**src/rtl/regfile_wb_arb.sv**
```systemverilog
// Register-file writeback arbiter: one ALU holding register plus an LSU FIFO,
// with a starvation guard and a registered write port. Optional macro WB_FWD_EN adds forwarding read ports.
module regfile_wb_arb #(
   parameter int XLEN      = 32,
   parameter int LSU_DEPTH = 4
) (
   input  logic            clk,
   input  logic            rst,
   input  logic            alu_valid,
   output logic            alu_ready,
   input  logic [4:0]      alu_rd,
   input  logic [XLEN-1:0] alu_data,
   input  logic            lsu_valid,
   output logic            lsu_ready,
   input  logic [4:0]      lsu_rd,
   input  logic [XLEN-1:0] lsu_data,
   output logic            rf_we,
   output logic [4:0]      rf_waddr,
   output logic [XLEN-1:0] rf_wdata,
   output logic [31:0]     pend_mask
`ifdef WB_FWD_EN
   ,
   input  logic [4:0]      fwd_raddr1,
   input  logic [4:0]      fwd_raddr2,
   output logic            fwd_hit1,
   output logic            fwd_hit2,
   output logic [XLEN-1:0] fwd_data1,
   output logic [XLEN-1:0] fwd_data2
`endif
);

   localparam int PW = $clog2(LSU_DEPTH);
   localparam int CW = PW + 1;
   localparam logic [CW-1:0] FULL = CW'(LSU_DEPTH);

   logic            r_alu_vld;
   logic [4:0]      r_alu_rd;
   logic [XLEN-1:0] r_alu_data;
   logic [4:0]      r_lsu_rd   [LSU_DEPTH];
   logic [XLEN-1:0] r_lsu_data [LSU_DEPTH];
   logic [PW-1:0]   r_wptr, r_rptr;
   logic [CW-1:0]   r_count;

   logic            w_lsu_nempty, w_grant_lsu, w_grant_alu, w_grant;
   logic            w_push, w_pop, w_alu_accept;
   logic [4:0]      w_grant_rd;
   logic [XLEN-1:0] w_grant_data;

   // LSU head wins only when the ALU slot is empty or the FIFO is full (starvation guard).
   assign w_lsu_nempty = (r_count != '0);
   assign w_grant_lsu  = w_lsu_nempty && (!r_alu_vld || (r_count == FULL));
   assign w_grant_alu  = r_alu_vld && !w_grant_lsu;
   assign w_grant      = w_grant_lsu || w_grant_alu;
   assign w_grant_rd   = w_grant_lsu ? r_lsu_rd[r_rptr]   : r_alu_rd;
   assign w_grant_data = w_grant_lsu ? r_lsu_data[r_rptr] : r_alu_data;

   assign alu_ready    = !r_alu_vld || w_grant_alu;
   assign lsu_ready    = (r_count != FULL);
   assign w_alu_accept = alu_valid && alu_ready;
   assign w_push       = lsu_valid && lsu_ready;
   assign w_pop        = w_grant_lsu;

   // NOTE: sequential state uses non-blocking assignments so every register samples pre-edge values.
   always_ff @(posedge clk or negedge rst) begin
      if (!rst) begin
         r_alu_vld  <= 1'b0;
         r_alu_rd   <= '0;
         r_alu_data <= '0;
         r_wptr     <= '0;
         r_rptr     <= '0;
         r_count    <= '0;
         rf_we      <= 1'b0;
         rf_waddr   <= '0;
         rf_wdata   <= '0;
      end else begin
         if (w_alu_accept) begin
            r_alu_vld  <= 1'b1;
            r_alu_rd   <= alu_rd;
            r_alu_data <= alu_data;
         end else if (w_grant_alu) begin
            r_alu_vld  <= 1'b0;
         end
         if (w_push) r_wptr <= r_wptr + PW'(1);
         if (w_pop)  r_rptr <= r_rptr + PW'(1);
         case ({w_push, w_pop})
            2'b10:   r_count <= r_count + CW'(1);
            2'b01:   r_count <= r_count - CW'(1);
            default: r_count <= r_count;
         endcase
         rf_we <= w_grant && (w_grant_rd != 5'd0);
         if (w_grant) begin
            rf_waddr <= w_grant_rd;
            rf_wdata <= w_grant_data;
         end
      end
   end

   // NOTE: FIFO storage is not reset; occupancy is tracked solely by the pointers and count.
   always_ff @(posedge clk) begin
      if (w_push) begin
         r_lsu_rd[r_wptr]   <= lsu_rd;
         r_lsu_data[r_wptr] <= lsu_data;
      end
   end

   // NOTE: every always_comb output is given a default first so no latch is inferred.
   always_comb begin
      logic [PW-1:0] w_idx;
      pend_mask = '0;
      w_idx     = '0;
      if (r_alu_vld) pend_mask[r_alu_rd] = 1'b1;
      for (int k = 0; k < LSU_DEPTH; k++) begin
         w_idx = r_rptr + PW'(k);
         if (CW'(k) < r_count) pend_mask[r_lsu_rd[w_idx]] = 1'b1;
      end
      pend_mask[0] = 1'b0;
   end

`ifdef WB_FWD_EN
   logic [4:0]      w_fwd_raddr [2];
   logic            w_fwd_hit   [2];
   logic [XLEN-1:0] w_fwd_data  [2];

   assign w_fwd_raddr[0] = fwd_raddr1;
   assign w_fwd_raddr[1] = fwd_raddr2;

   // Scan oldest to youngest so later matches override; the ALU slot is youngest of all.
   always_comb begin
      logic [PW-1:0] w_fidx;
      w_fidx = '0;
      for (int p = 0; p < 2; p++) begin
         w_fwd_hit[p]  = 1'b0;
         w_fwd_data[p] = '0;
         if (w_fwd_raddr[p] != 5'd0) begin
            for (int k = 0; k < LSU_DEPTH; k++) begin
               w_fidx = r_rptr + PW'(k);
               if ((CW'(k) < r_count) && (r_lsu_rd[w_fidx] == w_fwd_raddr[p])) begin
                  w_fwd_hit[p]  = 1'b1;
                  w_fwd_data[p] = r_lsu_data[w_fidx];
               end
            end
            if (r_alu_vld && (r_alu_rd == w_fwd_raddr[p])) begin
               w_fwd_hit[p]  = 1'b1;
               w_fwd_data[p] = r_alu_data;
            end
         end
      end
   end

   assign fwd_hit1  = w_fwd_hit[0];
   assign fwd_hit2  = w_fwd_hit[1];
   assign fwd_data1 = w_fwd_data[0];
   assign fwd_data2 = w_fwd_data[1];
`endif

endmodule

```
**config.mk**
```make
export PLATFORM = sky130hd
export DESIGN_NAME = regfile_wb_arb
export DESIGN_NICKNAME = d
export VERILOG_FILES = /design/src/rtl/regfile_wb_arb.sv
export SDC_FILE = /design/constraint.sdc
export NUM_CORES = 1
export LEC_CHECK = 0
export CAP_MARGIN = 5
export CELL_PAD_IN_SITES_DETAIL_PLACEMENT = 2
export CELL_PAD_IN_SITES_GLOBAL_PLACEMENT = 2
export CORE_UTILIZATION = 35
export DETAILED_ROUTE_END_ITERATION = 10
export MAX_ROUTING_LAYER = met4
export PLACE_DENSITY = 0.81
export SYNTH_ARGS = -nofsm -noshare
export SYNTH_HDL_FRONTEND = slang
export SYNTH_SLANG_ARGS = --single-unit
```
**constraint.sdc**
```tcl
create_clock -name clk -period 2.6 [get_ports clk]
set_input_delay 0.52 -clock clk [delete_from_list [all_inputs] [get_ports clk]]
set_output_delay 0.52 -clock clk [all_outputs]
set_load 0.03 [all_outputs]
```
==> flow_summary.toml, run 1 <==
[clocking]
cts-root-to-sink-buffers = 3
clock-root-buffer = "sky130_fd_sc_hd__clkbuf_16"
cts.sinks = 231
clock_tree_from_tritoncts = "yes"
cts.hold.buffers_added = 0
clkLatencyLatePin_ns = 0.54
numCtsBuffers = 27
htree_levels = 1
clkSlewWorstSetupHoldPaths_ns = 0.06

[sta]
final.setup.tns_ns = -18.13
slew_margin_rel = 0.261
final_count_of_pins_violating_max_slew = 0
timing.hold.ws_ns = 0.0533
rsz0062_at_grt = "true"
timing.clock.skew_ns = 0.0180
maxClockFrequency_mhz = 305
worst_pin_slew_ns = 1.11
finalHoldViolations = 0
report.final.setup_viol = 31
period_share = 1.26
final_period_minus_worst_setup_slack_ns = 3.28
postLayoutSetupSlackWorst_ns = -0.680

[hold_path]
hold_path.class = "input pin to async pin"

[pwr]
design_power_total_mw = 21.9
cellPowerDensity_mw_per_mm2 = 1450
vdd_ir_drop_max_mv = 0.732
power_leakage_nw = 5.51

[place]
dp_cells = 1350
place.port_buffers = 148
finalWeightedCongestion = 0.905
dp_hpwl_um = 27100
preCtsSetupSlack_ns = -0.323
place_area_mm2 = 0.0135

[detailed_routing]
drt_iter0_markers = 550
route.vias.total = 8496
drtPass1Iterations = 4
drt_wl_total_um = 42400
ant_nets = 0
avgRoutedWirePerCell_um = 29.8
avgViaCountPerCell = 5.96
route.detailed.drc = 0

[synth]
postSynthRegisterBits = 231
synth_nets = 851
synthesis.instances = 764
mappedNetlistArea_mm2 = 0.0109
postSynth.topFlopCell = "sky130_fd_sc_hd__edfxtp_1"
synthArstFlopShare = 0.359
synth_sequential_area_ratio = 0.600
netlist-cell-type-count = 52
synth-warning-count = 0
synth_edf_count = 148
avgSynthCellArea_um2 = 14.2

[die]
fp-row-count = 64
boundary_pins = 150
die_w_um = 178
core_mm2 = 0.0306
die_area_mm2 = 0.0318
floorplan.initialDensity = 0.356
die_height_um = 178

[critical_path]
regToRegSetupSlack_ns = 0.22
worstPathRequired_ns = 2.08
critical_path_class = "register to output pin"
worstSetupStartpoint = "r_rptr[1]$_DFFE_PN0P_"
worstReg2RegEnd = "r_lsu_rd[1][2]$_DFFE_PP_"
cp_max_fo = 7
crit_path_end = "pend_mask[6]"
critPathLaunchType = "register"
setup.worst_path.end_class = "output pin"
r2r-start = "r_count[0]$_DFFE_PN0P_"
critPathArrivalTime_ns = 2.76
worst-r2r-cell-count = 5

[cells_and_area]
layout_cell_share_with_drive_strength_beyond_1 = 0.373
syn_to_final_growth_pct = 38.8
final_area_mm2 = 0.0151
layout.nets = 1095
final_util = 0.493
most-common-layout-cells = "sky130_fd_sc_hd__edfxtp_1, sky130_fd_sc_hd__clkdlybuf4s50_1, sky130_fd_sc_hd__buf_4"
n_fill_cell = 2894
final-instance-count-excl-fill = 1425
number_of_antenna_repair_diodes = 0
layout_commonest_cell = "sky130_fd_sc_hd__edfxtp_1"

[grt]
grt_first_pass_wirelength_um = 62600
global_route.overflow_total = 0
vias_in_the_first_global_route = 9555
antenna_violations_before_repair = 0
grt_max_degree = 51
grt.total_usage = 0.277

[status]
failed_checks = "setup timing"
status = "complete, but fails checks"

[flow_run]
timing.max_cap.violations = 0
[cell usage after synthesis, drive strengths merged, types with 5 or more instances]
cell    instances  area share
ha              9       0.010
nor2           15      0.0056
a22oi          27       0.019
o22ai          75       0.043
mux2           38       0.039
nand3          55       0.025
inv             6      0.0021
edfxtp        148        0.41
buf            29       0.019
mux4           52        0.11
xnor2           5      0.0040
and2            9      0.0054
a32oi          11      0.0089
a21oi          40       0.019
and3            6      0.0035
dfrtp          83        0.19
and4b           6      0.0055
nand4          33       0.019
nor2b          16      0.0099
clkbuf         34       0.012
nor4b           6       0.012
nand2          32       0.011
[state kept, by name, indices dropped and copies added (netlist names), 2 cells and up]
register    count
rf_waddr        5
r_count         3
r_alu_data     32
r_lsu_rd       20
r_wptr          2
r_rptr          2
rf_wdata       32
r_lsu_data    128
r_alu_rd        5
[power breakdown]
group / switching, mW / total (mW) / internal (mW) / leakage, nW
logic: 7.15 / 12.6 / 5.47 / 2.78
clock network: 1.53 / 3.69 / 2.16 / 0.422
registers: 0.623 / 5.59 / 4.97 / 2.30
[final cells by class]
| class | instances | area, µm² | area share |
|---|---|---|---|
| clock inverters | 10 | 78.8 | 0.00522 |
| well taps | 396 | 495 | 0.0328 |
| repair buffers | 278 | 2810 | 0.186 |
| multi-input cells | 463 | 4380 | 0.290 |
| clock buffers | 40 | 774 | 0.0513 |
| flip-flops and latches | 231 | 6530 | 0.432 |
| inverters | 7 | 26.3 | 0.00174 |
[cell families (layout without fill, tap and decap cells)]
kind of cell,Yosys count,count (layout),synth area share
flops,231,231,0.600
fa+ha+maj,9,9,0.0104
buf+inv,70,335,0.0328
mux,91,91,0.148
xor+xnor,6,6,0.00483
simple gates,192,192,0.106
compound gates,164,164,0.0982
other cells,1,1,0.000345
[worst min-delay path by stage]
stage | slack [ns] | cells after the start | end
6_report | 0.05 | 1 | r_alu_data[19]$_DFFE_PN0P_
5_1_grt | 0.07 | 1 | r_alu_data[20]$_DFFE_PN0P_
4_1_cts | 0.06 | 1 | r_alu_data[19]$_DFFE_PN0P_
3_5_place_dp | 0.50 | 1 | r_alu_data[25]$_DFFE_PN0P_
3_3_place_gp | 0.49 | 1 | r_alu_data[9]$_DFFE_PN0P_
2_1_floorplan | 0.22 | 0 | r_alu_data[0]$_DFFE_PN0P_
[timing repair]
item | CTS | global route
setup buffers | 18 | 10
setup endpoints to repair | 33 | 32
gates resized for setup | 102 | 44
pin swaps | 43 | 39
cloned | 0 | 0
[critical path, stage by stage (launching register included)]
cell	delay, ns
sky130_fd_sc_hd__dfrtp_2	0.48
sky130_fd_sc_hd__mux4_2	0.58
sky130_fd_sc_hd__buf_6	0.17
sky130_fd_sc_hd__nor4b_4	0.31
sky130_fd_sc_hd__buf_4	0.20
sky130_fd_sc_hd__a22oi_2	0.11
sky130_fd_sc_hd__nand4_1	0.24
sky130_fd_sc_hd__buf_12	0.14
[per-layer routing]
layer | share of wire | up-vias | track usage | wire (µm)
li1 | - | 3564 | - | -
met1 | 0.38 | 4499 | 0.318 | 16100
met2 | 0.53 | 340 | 0.488 | 22600
met3 | 0.049 | 93 | 0.0396 | 2090
met4 | 0.039 | 0 | 0.107 | 1640
met5 | 0 | - | - | 0
(Power assumes the default switching activity.)
==> run 2, diff against run 1 <==
--- a/config.mk
+++ b/config.mk
@@ -9,6 +9,7 @@
 export CELL_PAD_IN_SITES_DETAIL_PLACEMENT = 2
 export CELL_PAD_IN_SITES_GLOBAL_PLACEMENT = 2
 export CORE_UTILIZATION = 35
+export CTS_CLUSTER_SIZE = 12
 export DETAILED_ROUTE_END_ITERATION = 10
 export MAX_ROUTING_LAYER = met4
 export PLACE_DENSITY = 0.81
==> flow_summary.toml, run 2 (synthesized netlist as in run 1, its figures left out) <==
[clocking]
clkSlewWorstSetupHoldPaths_ns = 0.06
cts-root-to-sink-buffers = 3
numCtsBuffers = 27
cts.sinks = 231
clkLatencyLatePin_ns = 0.55
clock_tree_from_tritoncts = "yes"
cts.hold.buffers_added = 0
htree_levels = 1
clock-root-buffer = "sky130_fd_sc_hd__clkbuf_16"

[critical_path]
critPathArrivalTime_ns = 2.75
setup.worst_path.end_class = "output pin"
critical_path_class = "register to output pin"
worstSetupStartpoint = "r_rptr[1]$_DFFE_PN0P_"
cp_max_fo = 6
r2r-start = "r_count[0]$_DFFE_PN0P_"
worstPathRequired_ns = 2.08
critPathLaunchType = "register"

[place]
place.port_buffers = 148
dp_hpwl_um = 27100
dp_cells = 1350
finalWeightedCongestion = 0.905

[cells_and_area]
layout_cell_share_with_drive_strength_beyond_1 = 0.376
registers.top_by_ff_count = "r_lsu_data"
n_fill_cell = 2877
largest_register_ff_count = 128
final-instance-count-excl-fill = 1420
syn_to_final_growth_pct = 38.9
layout_commonest_cell = "sky130_fd_sc_hd__edfxtp_1"
layout_top_registers = "r_lsu_data x128, r_alu_data x32, rf_wdata x32"
layout.nets = 1091
most-common-layout-cells = "sky130_fd_sc_hd__edfxtp_1, sky130_fd_sc_hd__clkdlybuf4s50_1, sky130_fd_sc_hd__buf_4"

[sta]
worst_pin_slew_ns = 1.18
postLayoutSetupSlackWorst_ns = -0.670
final.setup.tns_ns = -18.41
maxClockFrequency_mhz = 306
report.final.setup_viol = 31
final_count_of_pins_violating_max_slew = 0
period_share = 1.26
finalHoldViolations = 0
timing.clock.skew_ns = 0.0256
final_period_minus_worst_setup_slack_ns = 3.27
slew_margin_rel = 0.211
rsz0062_at_grt = "true"

[grt]
global_route.overflow_total = 0
vias_in_the_first_global_route = 9306
groute.layer.met1.usage = 0.304
grt.total_usage = 0.265
grt_first_pass_wirelength_um = 60000
grt_util_met3 = 0.0418
globalRoute.busiestLayer = "met2"
antenna_violations_before_repair = 1
globalRouteMet2Util = 0.466
grt_max_degree = 51

[die]
die_w_um = 178
boundary_pins = 150
floorplan.initialDensity = 0.356
core_mm2 = 0.0306
fp-row-count = 64
die_height_um = 178
die_area_mm2 = 0.0318

[hold_path]
hold_path.class = "input pin to async pin"

[detailed_routing]
avgRoutedWirePerCell_um = 29.6
drt_iter0_markers = 531
drt_wl_total_um = 42000
ant_nets = 0
route.vias.total = 8473
drtPass1Iterations = 7
avgViaCountPerCell = 5.97
route.detailed.drc = 0

[pwr]
power_leakage_nw = 5.52
cellPowerDensity_mw_per_mm2 = 1450
vdd_ir_drop_max_mv = 0.634

[status]
status = "complete, but fails checks"
failed_checks = "setup timing"

[flow_run]
timing.max_cap.violations = 0
[run 2: per-layer routing]
| layer | routed length (µm) | vias to the layer above |
|---|---|---|
| met4 | 1860 | 0 |
| li1 | - | 3551 |
| met3 | 2010 | 109 |
| met5 | 0 | - |
| met2 | 21900 | 319 |
| met1 | 16200 | 4494 |
[run 2: layout make-up]
| cell class | instances | area, µm² | area share |
|---|---|---|---|
| Sequential cell | 231 | 6530 | 0.432 |
| Multi-Input combinational cell | 463 | 4410 | 0.292 |
| Timing Repair Buffer | 274 | 2820 | 0.187 |
| Clock buffer | 40 | 754 | 0.0499 |
| Tap cell | 396 | 495 | 0.0328 |
| Clock inverter | 8 | 71.3 | 0.00472 |
| Inverter | 7 | 26.3 | 0.00174 |
| Antenna cell | 1 | 2.50 | 0.000166 |
[run 2: final timing paths]
| check | to | slack (ns) | cells past startpoint |
|---|---|---|---|
| worst max register to register | r_lsu_data[3][5]$_DFFE_PP_ | 0.21 | 5 |
| max in group asynchronous | r_alu_data[10]$_DFFE_PN0P_ | 1.88 | 2 |
| worst min-delay path | r_alu_data[19]$_DFFE_PN0P_ | 0.02 | 1 |
| worst min register to register | r_alu_data[19]$_DFFE_PN0P_ | 0.51 | 1 |
| worst max-delay path | pend_mask[6] | -0.67 | 7 |
| min in group clk | r_alu_data[19]$_DFFE_PN0P_ | 0.51 | 1 |
[run 2: power breakdown]
group | total [mW] | internal (mW) | switching (mW)
Combinational | 12.7 | 5.54 | 7.14
Sequential | 5.59 | 4.97 | 0.616
Clock | 3.62 | 2.10 | 1.52
[run 2: worst max-delay path: stages (launching register included)]
cell and delay, ns:
sky130_fd_sc_hd__dfrtp_2 0.47, sky130_fd_sc_hd__mux4_2 0.57, sky130_fd_sc_hd__buf_6 0.17, sky130_fd_sc_hd__nor4b_4 0.12, sky130_fd_sc_hd__buf_4 0.16, sky130_fd_sc_hd__a22oi_2 0.29, sky130_fd_sc_hd__nand4_1 0.22, sky130_fd_sc_hd__buf_12 0.20
[run 2: stage by stage]
stage | area (µm²) | worst slack, ns | hold WS, ns | power, mW | utilization
2_1_floorplan | 10900 | 0.0945 | 0.224 | 11.6 | -
3_3_place_gp | 13500 | -0.219 | 0.491 | 16.0 | 0.442
3_5_place_dp | 13500 | -0.323 | 0.496 | 16.6 | 0.442
4_1_cts | 14800 | -0.640 | 0.0534 | 21.2 | 0.484
5_1_grt | 15100 | -0.756 | 0.0718 | 22.7 | 0.494
6_report | 15100 | -0.670 | 0.0186 | 21.9 | 0.494
[run 2: repair_timing]
item                       4_1_cts  5_1_grt
gates cloned                     0        0
gates resized for setup        104       59
pin swaps                       44       41
setup buffers                   14       15
setup endpoints to repair       33       32
==> run 3, diff against run 2 <==
--- a/config.mk
+++ b/config.mk
@@ -11,8 +11,11 @@
 export CORE_UTILIZATION = 35
 export CTS_CLUSTER_SIZE = 12
 export DETAILED_ROUTE_END_ITERATION = 10
+export HOLD_SLACK_MARGIN = 0.15
 export MAX_ROUTING_LAYER = met4
 export PLACE_DENSITY = 0.81
+export RECOVER_POWER = 25
+export SETUP_SLACK_MARGIN = 0.05
 export SYNTH_ARGS = -nofsm -noshare
 export SYNTH_HDL_FRONTEND = slang
 export SYNTH_SLANG_ARGS = --single-unit
==> flow_summary.toml, run 3 (synthesized netlist as in run 1, its figures left out) <==
[grt]
global_route.overflow_total = 0
grt.total_usage = 0.270
grt_first_pass_wirelength_um = 60900
vias_in_the_first_global_route = 9295
grt_max_degree = 51
antenna_violations_before_repair = 7

[clocking]
htree_levels = 1
clkLatencyLatePin_ns = 0.55
clock_tree_from_tritoncts = "yes"
clkSlewWorstSetupHoldPaths_ns = 0.06
cts-root-to-sink-buffers = 3
numCtsBuffers = 27
cts.sinks = 231
clock-root-buffer = "sky130_fd_sc_hd__clkbuf_16"

[cells_and_area]
syn_to_final_growth_pct = 37.2
largest_register_ff_count = 128
layout.nets = 1086
most-common-layout-cells = "sky130_fd_sc_hd__edfxtp_1, sky130_fd_sc_hd__buf_4, sky130_fd_sc_hd__clkdlybuf4s50_1"
layout_cell_share_with_drive_strength_beyond_1 = 0.356
registers.top_by_ff_count = "r_lsu_data"
layout_commonest_cell = "sky130_fd_sc_hd__edfxtp_1"
layout_top_registers = "r_lsu_data x128, r_alu_data x32, rf_wdata x32"

[die]
die_w_um = 178
fp-row-count = 64
die_area_mm2 = 0.0318
boundary_pins = 150
die_height_um = 178
core_mm2 = 0.0306
floorplan.initialDensity = 0.356

[sta]
rsz0062_at_grt = "true"
worst_pin_slew_ns = 1.12
timing.hold.ws_ns = 0.510
report.final.setup_viol = 31
finalHoldViolations = 0
final.setup.tns_ns = -18.04
slew_margin_rel = 0.254
timing.clock.skew_ns = 0.0232
final_count_of_pins_violating_max_slew = 0
final_period_minus_worst_setup_slack_ns = 3.26
period_share = 1.26
maxClockFrequency_mhz = 306
postLayoutSetupSlackWorst_ns = -0.664

[detailed_routing]
ant_nets = 0
drt_iter0_markers = 496
avgViaCountPerCell = 5.86
route.detailed.drc = 0
drt_wl_total_um = 41200
avgRoutedWirePerCell_um = 29.0
drtPass1Iterations = 5
route.vias.total = 8340

[place]
dp_hpwl_um = 27100
preCtsSetupSlack_ns = -0.323
place.port_buffers = 148
finalWeightedCongestion = 0.905

[pwr]
comb_power_share = 0.569
seq_power_share = 0.261
cellPowerDensity_mw_per_mm2 = 1430
power_switching_mw = 9.06
power_leakage_nw = 5.44
clockPowerShare = 0.170
design_power_total_mw = 21.4
vdd_ir_drop_max_mv = 0.627
power.share.switching = 0.423
p_int_mw = 12.3

[critical_path]
crit_chain = "mux4_2 > buf_6 > nor4b_4 > buf_4 > a22oi_2 > nand4_1 > buf_12"
worstPathRequired_ns = 2.08
critical-path-slowest-cell = "sky130_fd_sc_hd__mux4_2"
worst-r2r-cell-count = 9
crit_path_end = "pend_mask[4]"
worstReg2RegEnd = "r_count[2]$_DFFE_PN0P_"
critPathLaunchType = "register"
critPathArrivalTime_ns = 2.74
regToRegSetupSlack_ns = 0.24
worstSetupPathDepth = 7
cp_slowest_stage_delay_ns = 0.58
cp_max_fo = 7
r2r-start = "r_count[0]$_DFFE_PN0P_"
critical_path_class = "register to output pin"
setup.worst_path.end_class = "output pin"
crit_buf_inv = 3
worstSetupStartpoint = "r_rptr[1]$_DFFE_PN0P_"
crit_family = "multiplexers"

[hold_path]
hold_path.class = "register to register"

[flow_run]
timing.max_cap.violations = 0

[status]
status = "complete, but fails checks"
failed_checks = "setup timing"
run 3: worst min path at each step:
| stage | startpoint | end | slack [ns] | cells past startpoint |
|---|---|---|---|---|
| after floorplan | rst | r_alu_data[0]$_DFFE_PN0P_ | 0.22 | 0 |
| after global placement | r_alu_data[9]$_DFFE_PN0P_ | r_alu_data[9]$_DFFE_PN0P_ | 0.49 | 1 |
| after detailed placement | r_alu_data[25]$_DFFE_PN0P_ | r_alu_data[25]$_DFFE_PN0P_ | 0.50 | 1 |
| after CTS | r_alu_data[19]$_DFFE_PN0P_ | r_alu_data[19]$_DFFE_PN0P_ | 0.51 | 1 |
| after global routing | r_alu_data[25]$_DFFE_PN0P_ | r_alu_data[25]$_DFFE_PN0P_ | 0.53 | 1 |
| final | r_alu_data[19]$_DFFE_PN0P_ | r_alu_data[19]$_DFFE_PN0P_ | 0.51 | 1 |
run 3: final cells by class:
type                            instances  area [µm²]
Antenna cell                            8        20.0
Clock buffer                           40         754
Clock inverter                          8        71.3
Fill cell                            2901       15700
Inverter                                7        26.3
Multi-Input combinational cell        463        4320
Sequential cell                       231        6530
Tap cell                              396         495
Timing Repair Buffer                  269        2720
run 3: worst register-to-register path, stage by stage, from the launching register on:
cell and delay [ns]:
sky130_fd_sc_hd__dfrtp_2 0.44, sky130_fd_sc_hd__buf_4 0.16, sky130_fd_sc_hd__inv_2 0.06, sky130_fd_sc_hd__ha_4 0.18, sky130_fd_sc_hd__buf_4 0.23, sky130_fd_sc_hd__o21ai_0 0.42
sky130_fd_sc_hd__ha_1 0.32, sky130_fd_sc_hd__mux2i_1 0.23, sky130_fd_sc_hd__nor2_1 0.08, sky130_fd_sc_hd__xnor2_1 0.14
run 3: through the flow:
| step | instances | util | area [µm²] |
|---|---|---|---|
| after floorplan | 764 | - | 10900 |
| after global placement | 1350 | 0.442 | 13500 |
| after detailed placement | 1350 | 0.442 | 13500 |
| after CTS | 1410 | 0.484 | 14800 |
| after global routing | 1422 | 0.488 | 14900 |
| final | 1422 | 0.488 | 14900 |
run 3: power by group through the flow:
stage | Clock, mW | Combinational [mW] | Sequential, mW
final | 3.63 | 12.2 | 5.59
after global routing | 3.80 | 12.8 | 5.67
after CTS | 3.69 | 11.9 | 5.57
after detailed placement | 0 | 11.0 | 5.61
after global placement | 0 | 10.5 | 5.50
after floorplan | 0 | 5.67 | 5.92
run 3: per-layer routing:
metal  part of all wire  GRT usage
met1               0.38      0.311
met3              0.049     0.0411
met5                  0          -
met2               0.53      0.476
met4              0.037     0.0968
run 3: timing repair:
item | CTS | global route
hold endpoints to repair | 49 | 0
gates resized for setup | 104 | 24
pin swaps | 47 | 24
setup endpoints to repair | 33 | 32
buffers inserted | 13 | 6
hold buffers | 1 | 0
